$ cat src/rtl/timer_dev.sv
// timer_dev: memory-mapped 32-bit countdown timer, one-shot/auto-reload IRQ; prescaler only when TIMER_PRESCALE_EN is defined.
// Reads are a zero-latency mux, writes land on the WE edge, IRQ is registered; no backpressure (always ready).
module timer_dev #(
  parameter logic [31:0] PRESET_RST = 32'h0000_0000
) (
  input  logic        Clk,
  input  logic        Reset,
  input  logic [1:0]  Addr,
  input  logic        WE,
  input  logic [31:0] Din,
  output logic [31:0] Dout,
  output logic        IRQ
);

  typedef enum logic [1:0] {
    IDLE = 2'd0,
    LOAD = 2'd1,
    CNT  = 2'd2,
    INT  = 2'd3
  } state_t;

  localparam logic [1:0] ADDR_CTRL   = 2'd0;
  localparam logic [1:0] ADDR_PRESET = 2'd1;
  localparam logic [1:0] ADDR_COUNT  = 2'd2;
  localparam logic [1:0] ADDR_PSC    = 2'd3;

  state_t      state;
  logic        en;
  logic [1:0]  mode;
  logic        im;
  logic [31:0] preset;
  logic [31:0] count;
  logic        irq_pend;
  logic        tick;
  logic [31:0] psc_rd;

  logic ctrl_we;
  logic preset_we;
  logic auto_mode;

  assign ctrl_we   = WE && (Addr == ADDR_CTRL);
  assign preset_we = WE && (Addr == ADDR_PRESET);
  assign auto_mode = (mode == 2'b01);

`ifdef TIMER_PRESCALE_EN
  logic [7:0] psc;
  logic [7:0] psc_cnt;

  always_ff @(posedge Clk or negedge Reset) begin
    if (!Reset) begin
      psc     <= 8'd0;
      psc_cnt <= 8'd0;
    end else begin
      if (WE && (Addr == ADDR_PSC))
        psc <= Din[7:0];
      // The divider only runs while counting; any other state restarts it.
      if (state == CNT)
        psc_cnt <= (psc_cnt == psc) ? 8'd0 : psc_cnt + 8'd1;
      else
        psc_cnt <= 8'd0;
    end
  end

  assign tick   = (state == CNT) && (psc_cnt == psc);
  assign psc_rd = {24'd0, psc};
`else
  assign tick   = (state == CNT);
  assign psc_rd = 32'd0;
`endif

  always_ff @(posedge Clk or negedge Reset) begin
    if (!Reset) begin
      state    <= IDLE;
      en       <= 1'b0;
      mode     <= 2'b00;
      im       <= 1'b0;
      preset   <= PRESET_RST;
      count    <= 32'd0;
      irq_pend <= 1'b0;
      IRQ      <= 1'b0;
    end else begin
      if (preset_we)
        preset <= Din;
      if (ctrl_we) begin
        en       <= Din[0];
        mode     <= Din[2:1];
        im       <= Din[3];
        irq_pend <= 1'b0;
      end

      case (state)
        IDLE: begin
          if (en)
            state <= LOAD;
        end
        LOAD: begin
          count <= preset;
          state <= CNT;
        end
        CNT: begin
          if (!en) begin
            state <= IDLE;
          end else if (tick) begin
            if (count > 32'd1) begin
              count <= count - 32'd1;
            end else begin
              count    <= 32'd0;
              irq_pend <= 1'b1;
              state    <= INT;
            end
          end
        end
        INT: begin
          if (auto_mode) begin
            irq_pend <= 1'b0;
            state    <= LOAD;
          end else begin
            // A CTRL write on this same edge keeps its own Enable value.
            if (!ctrl_we)
              en <= 1'b0;
            state <= IDLE;
          end
        end
        default: state <= IDLE;
      endcase

      IRQ <= irq_pend & im;
    end
  end

  always_comb begin
    Dout = 32'd0;
    case (Addr)
      ADDR_CTRL:   Dout = {28'd0, im, mode, en};
      ADDR_PRESET: Dout = preset;
      ADDR_COUNT:  Dout = count;
      ADDR_PSC:    Dout = psc_rd;
      default:     Dout = 32'd0;
    endcase
  end

endmodule
$ cat config.mk
export PLATFORM = sky130hd
export DESIGN_NAME = timer_dev
export DESIGN_NICKNAME = d
export VERILOG_FILES = /design/src/rtl/timer_dev.sv
export SDC_FILE = /design/constraint.sdc
export NUM_CORES = 1
export LEC_CHECK = 0
export CAP_MARGIN = 10
export CORE_ASPECT_RATIO = 0.6
export CORE_MARGIN = 3
export CORE_UTILIZATION = 37
export DETAILED_ROUTE_END_ITERATION = 16
export HOLD_SLACK_MARGIN = 0.02
export SLEW_MARGIN = 25
export SYNTH_ARGS = -nofsm -noshare
export SYNTH_HDL_FRONTEND = slang
export SYNTH_SLANG_ARGS = --single-unit
$ cat constraint.sdc
create_clock -name Clk -period 4.6 [get_ports Clk]
set_input_delay 0.92 -clock Clk [delete_from_list [all_inputs] [get_ports Clk]]
set_output_delay 0.92 -clock Clk [all_outputs]
set_load 0.005 [all_outputs]
==> qor.log <==
qor: sta.report.final.slew_viol_count 0
qor: floorplan.core_region_area 10800 um^2
qor: job.cap_violations 0
qor: placement.post_dp_cell_area 4970 um^2
qor: synthesis.number_of_flops_mapped_to_enable_cells_by_yosys 0
qor: placement.globalplace.congestion 0.879
qor: synthesis.ys_seq_area_share 43.1%
qor: placement.buffer_ports.inserted 69
qor: synthesis.synth_mux_area_share 11.1%
qor: floorplan.initial_utilization 38.8%
qor: final_layout.design_area 5290 um^2
qor: hold_path.hold_path_class register to register
qor: synthesis.yosys.area_share.adder 0.599%
qor: power.power.sequential.fraction 39.0%
qor: power.power_frac_clock 24.7%
qor: synthesis.post_synthesis_xor_xnor_area_fraction 0%
qor: floorplan.number_of_i_o_pins 70
qor: floorplan.floorplan.die.height 88.3 um
qor: power.power 2.99 mW
qor: sta.slew_headroom 44.2%
qor: sta.unrepaired_setup_endpoints_after_global_routing no
qor: clocking.postCtsSetupBuffers 0
qor: clocking.worst_setup_hold_path_clk_slew 0.06 ns
qor: sta.final.min_clock_period 3.69 ns
qor: setup_path.timing.critical_path.fanout_max 16
qor: setup_path.critical-path-top-delay-family buffers and inverters
qor: global_routing.track_usage 19.6%
qor: synthesis.synthesis.nets 462
qor: global_routing.grt_max_degree 44
qor: setup_path.worst_setup_path_endpoint Dout[4]
qor: synthesis.postSynthCellCount 423
qor: clocking.cts_buffers 9
qor: sta.totalNegativeSetupSlack 0 ns
qor: clocking.holdBufCountCts 0
qor: sta.tightestPinTransition 0.830 ns
qor: setup_path.worst_path_most_repeated_cell sky130_fd_sc_hd__clkdlybuf4s50_1
qor: clocking.number_of_h_tree_levels 3
qor: final_layout.layout-area-overhead-vs-synth 26.5%
qor: sta.timing.final.hold_violations 0
qor: setup_path.cp_max_stage_cell sky130_fd_sc_hd__clkdlybuf4s50_1
qor: power.combinationalPowerShare 36.3%
qor: clocking.cts-root-to-sink-buffers 2
qor: synthesis.post_synth_and_or_nand_nor_area_fraction 18.0%
qor: global_routing.globalRouteOverflowTotal 0
qor: setup_path.origin_of_the_worst_setup_path Addr[1]
qor: synthesis.post_synth_main_area_contributors sky130_fd_sc_hd__dfrtp_1 (43%), sky130_fd_sc_hd__mux2_2 (9.2%), sky130_fd_sc_hd__a22o_1 (6.9%)
qor: sta.fin_hold_ws 0.509 ns
qor: route.firstDrtPassIters 4
qor: final_layout.design.final.nets 516
qor: global_routing.global_route_wire_length_before_repair 19.3 mm
qor: synthesis.synthDominantCellAreaShare 43.1%
qor: final_layout.footprint_of_the_multi_input_gates 2200 um^2
qor: sta.finalSetupViolCount 0
qor: floorplan.chipWidth 143 um
qor: setup_path.r2r-end count[17]
qor: route.vias_per_cell 6.02
qor: setup_path.timing.critical_path.cells clkdlybuf4s50_1 -> nor2b_2 -> buf_4 -> a22o_1 -> clkdlybuf4s50_1
qor: setup_path.regToRegStartpoint count[13]
qor: setup_path.reg2reg_slack 1.71 ns
qor: floorplan.rows 29
qor: power.power_density 566 nW/um^2
qor: setup_path.worstSetupStartpointType input port
qor: setup_path.timing.critical_path.required 3.68 ns
qor: clocking.cts_tree done
qor: synthesis.post_synth.cell_area_avg 9.87 um^2
qor: route.post-route-drc-count 0
qor: run_status.status complete, no violations
qor: setup_path.crit_path_end_kind output port
qor: sta.setup_ws 0.906 ns
qor: final_layout.num-fill-cells 977
qor: setup_path.cp_num_cells 5
qor: power.p_leak 2.07 nW
qor: power.internal_power 1.85 mW
qor: setup_path.timing.critical_path.arrival 2.77 ns
qor: clocking.post_cts_resized 0
qor: route.antenna_violating_nets_post_route 0
qor: sta.min_period_over_period 80.3%
qor: global_routing.grt_antenna_before_repair 0
qor: final_layout.n_antenna_cell 0
qor: synthesis.count_of_distinct_cell_types_in_the_synthesized_netlist 52
qor: setup_path.critPathBufInv 3
qor: power.power_switching_share 38.1%
qor: synthesis.synth.cells.most_frequent sky130_fd_sc_hd__dfrtp_1 (72), sky130_fd_sc_hd__nand2_1 (37), sky130_fd_sc_hd__mux2_2 (34)
qor: synthesis.combinational_family_with_the_most_area_after_synthesis compound AO/OA/AOI/OAI gates
qor: route.totalWireLength 12.0 mm
qor: power.power_switching 1.14 mW
qor: setup_path.worstRegToRegCells 5
qor: synthesis.synth.ff_latch_count 72
qor: final_layout.ff_latch_area 1800 um^2
qor: clocking.numClockSinks 72
qor: synthesis.syn_warnings 0
qor: synthesis.synth_compound_gate_area_share 22.3%
qor: route.routed_wire_length_per_instance 19.4 um
qor: setup_path.category_of_the_critical_setup_timing_path input port to output port
qor: synthesis.yosys.area.top_type sky130_fd_sc_hd__dfrtp_1
qor: route.vias 3724
qor: setup_path.critPathMaxStageDelay 0.68 ns
qor: synthesis.synthFlopType sky130_fd_sc_hd__dfrtp_1
qor: placement.post-dp-hpwl 8.24 mm
qor: global_routing.first_global_vias 3632
qor: synthesis.async_reset_ff_share 100%
qor: sta.clock-skew-final 0.00432 ns
qor: clocking.root_buffer sky130_fd_sc_hd__clkbuf_16
qor: route.initialDrtViolationCount 345
qor: placement.detailedPlace.worstSlack 0.933 ns
qor: power.peakVddDrop 0.190 mV
qor: clocking.worstSkewPairLatency 0.34 ns
qor: synthesis.yosys.cell_count.top_type sky130_fd_sc_hd__dfrtp_1
qor: floorplan.dieArea 12600 um^2
qor: final_layout.layout-drive-gt1-share 15.8%
qor: sta.max_freq 271 MHz
qor: synthesis.synth_area 4180 um^2
-- state kept, by name (all words and copies together), names as in the netlist --
signal	count
irq_pend	1
mode	2
en	1
count	32
im	1
state	2
preset	32
IRQ	1
-- final cells by class --
cell class | count | area share [%]
Clock buffer | 10 | 4.52
Clock inverter | 4 | 1.33
Inverter | 9 | 0.639
Multi-Input combinational cell | 305 | 41.6
Sequential cell | 72 | 34.1
Tap cell | 139 | 3.29
Timing Repair Buffer | 80 | 14.5
-- layout by cell type, fill, tap and decap left out, drive strengths merged, types with 2 or more instances in the layout --
cell type	n
nand4	3
inv	9
and2	4
clkinv	2
or3	6
nand2b	3
bufinv	2
nor2	15
o211ai	5
o41ai	4
nand3	10
a221o	3
a31oi	5
a22oi	7
or2	3
mux2i	8
nor4	16
buf	12
nor2b	6
o41a	3
and3	7
a21oi	15
clkdlybuf4s50	68
clkbuf	10
nand2	39
o22ai	6
o21ai	17
ha	2
o221ai	8
o31ai	13
a22o	33
nor3	14
dfrtp	72
mux2	34
or4	6
-- logic make-up (layout without fill, tap and decap cells) --
logic type | count (synthesis) | after routing
adders and majority gates | 2 | 2
AOI/OAI and AO/OA | 126 | 126
DFF | 72 | 72
buffers and inverters | 46 | 103
muxes | 42 | 42
and+or+nand+nor | 135 | 135
-- power groups by stage --
stage	clock network (mW)	logic (mW)	registers, mW
5_1_grt	0.782	1.21	1.20
6_report	0.739	1.09	1.17
2_1_floorplan	0	0.801	1.04
3_3_place_gp	0	1.05	1.16
3_5_place_dp	0	1.07	1.17
4_1_cts	0.756	1.08	1.16
-- worst min-delay path, stage by stage (launching register included) --
cell and delay (ns):
sky130_fd_sc_hd__dfrtp_1 0.36, sky130_fd_sc_hd__nand2_1 0.05, sky130_fd_sc_hd__o21ai_0 0.06
-- stage by stage --
stage / cells / utilization (%)
2_1_floorplan: 423 / -
3_3_place_gp: 605 / 46.1
3_5_place_dp: 605 / 46.1
4_1_cts: 619 / 49.0
5_1_grt: 619 / 49.0
6_report: 619 / 49.0
-- worst min path at each step --
stage	start	to	slack, ns	depth (start not counted)
CTS	preset[0]	preset[0]	0.52	2
global route	preset[25]	preset[25]	0.55	1
floorplan	irq_pend	IRQ	0.46	1
detailed placement	preset[0]	preset[0]	0.50	2
global placement	preset[0]	preset[0]	0.50	2
finish	preset[0]	preset[0]	0.51	2
-- metal layers --
metal  routed length, um  vias to the layer above  share of wire (%)  global-route usage, %
li1                    -                     1729                  -                      -
met1                6120                     1845                 51                   28.5
met2                5030                      133                 42                   28.5
met3                 693                       17                5.8                   5.08
met4                 189                        0                1.6                   6.82
met5                   0                        -                  0                      0
Power figures use the tool's default switching activity.
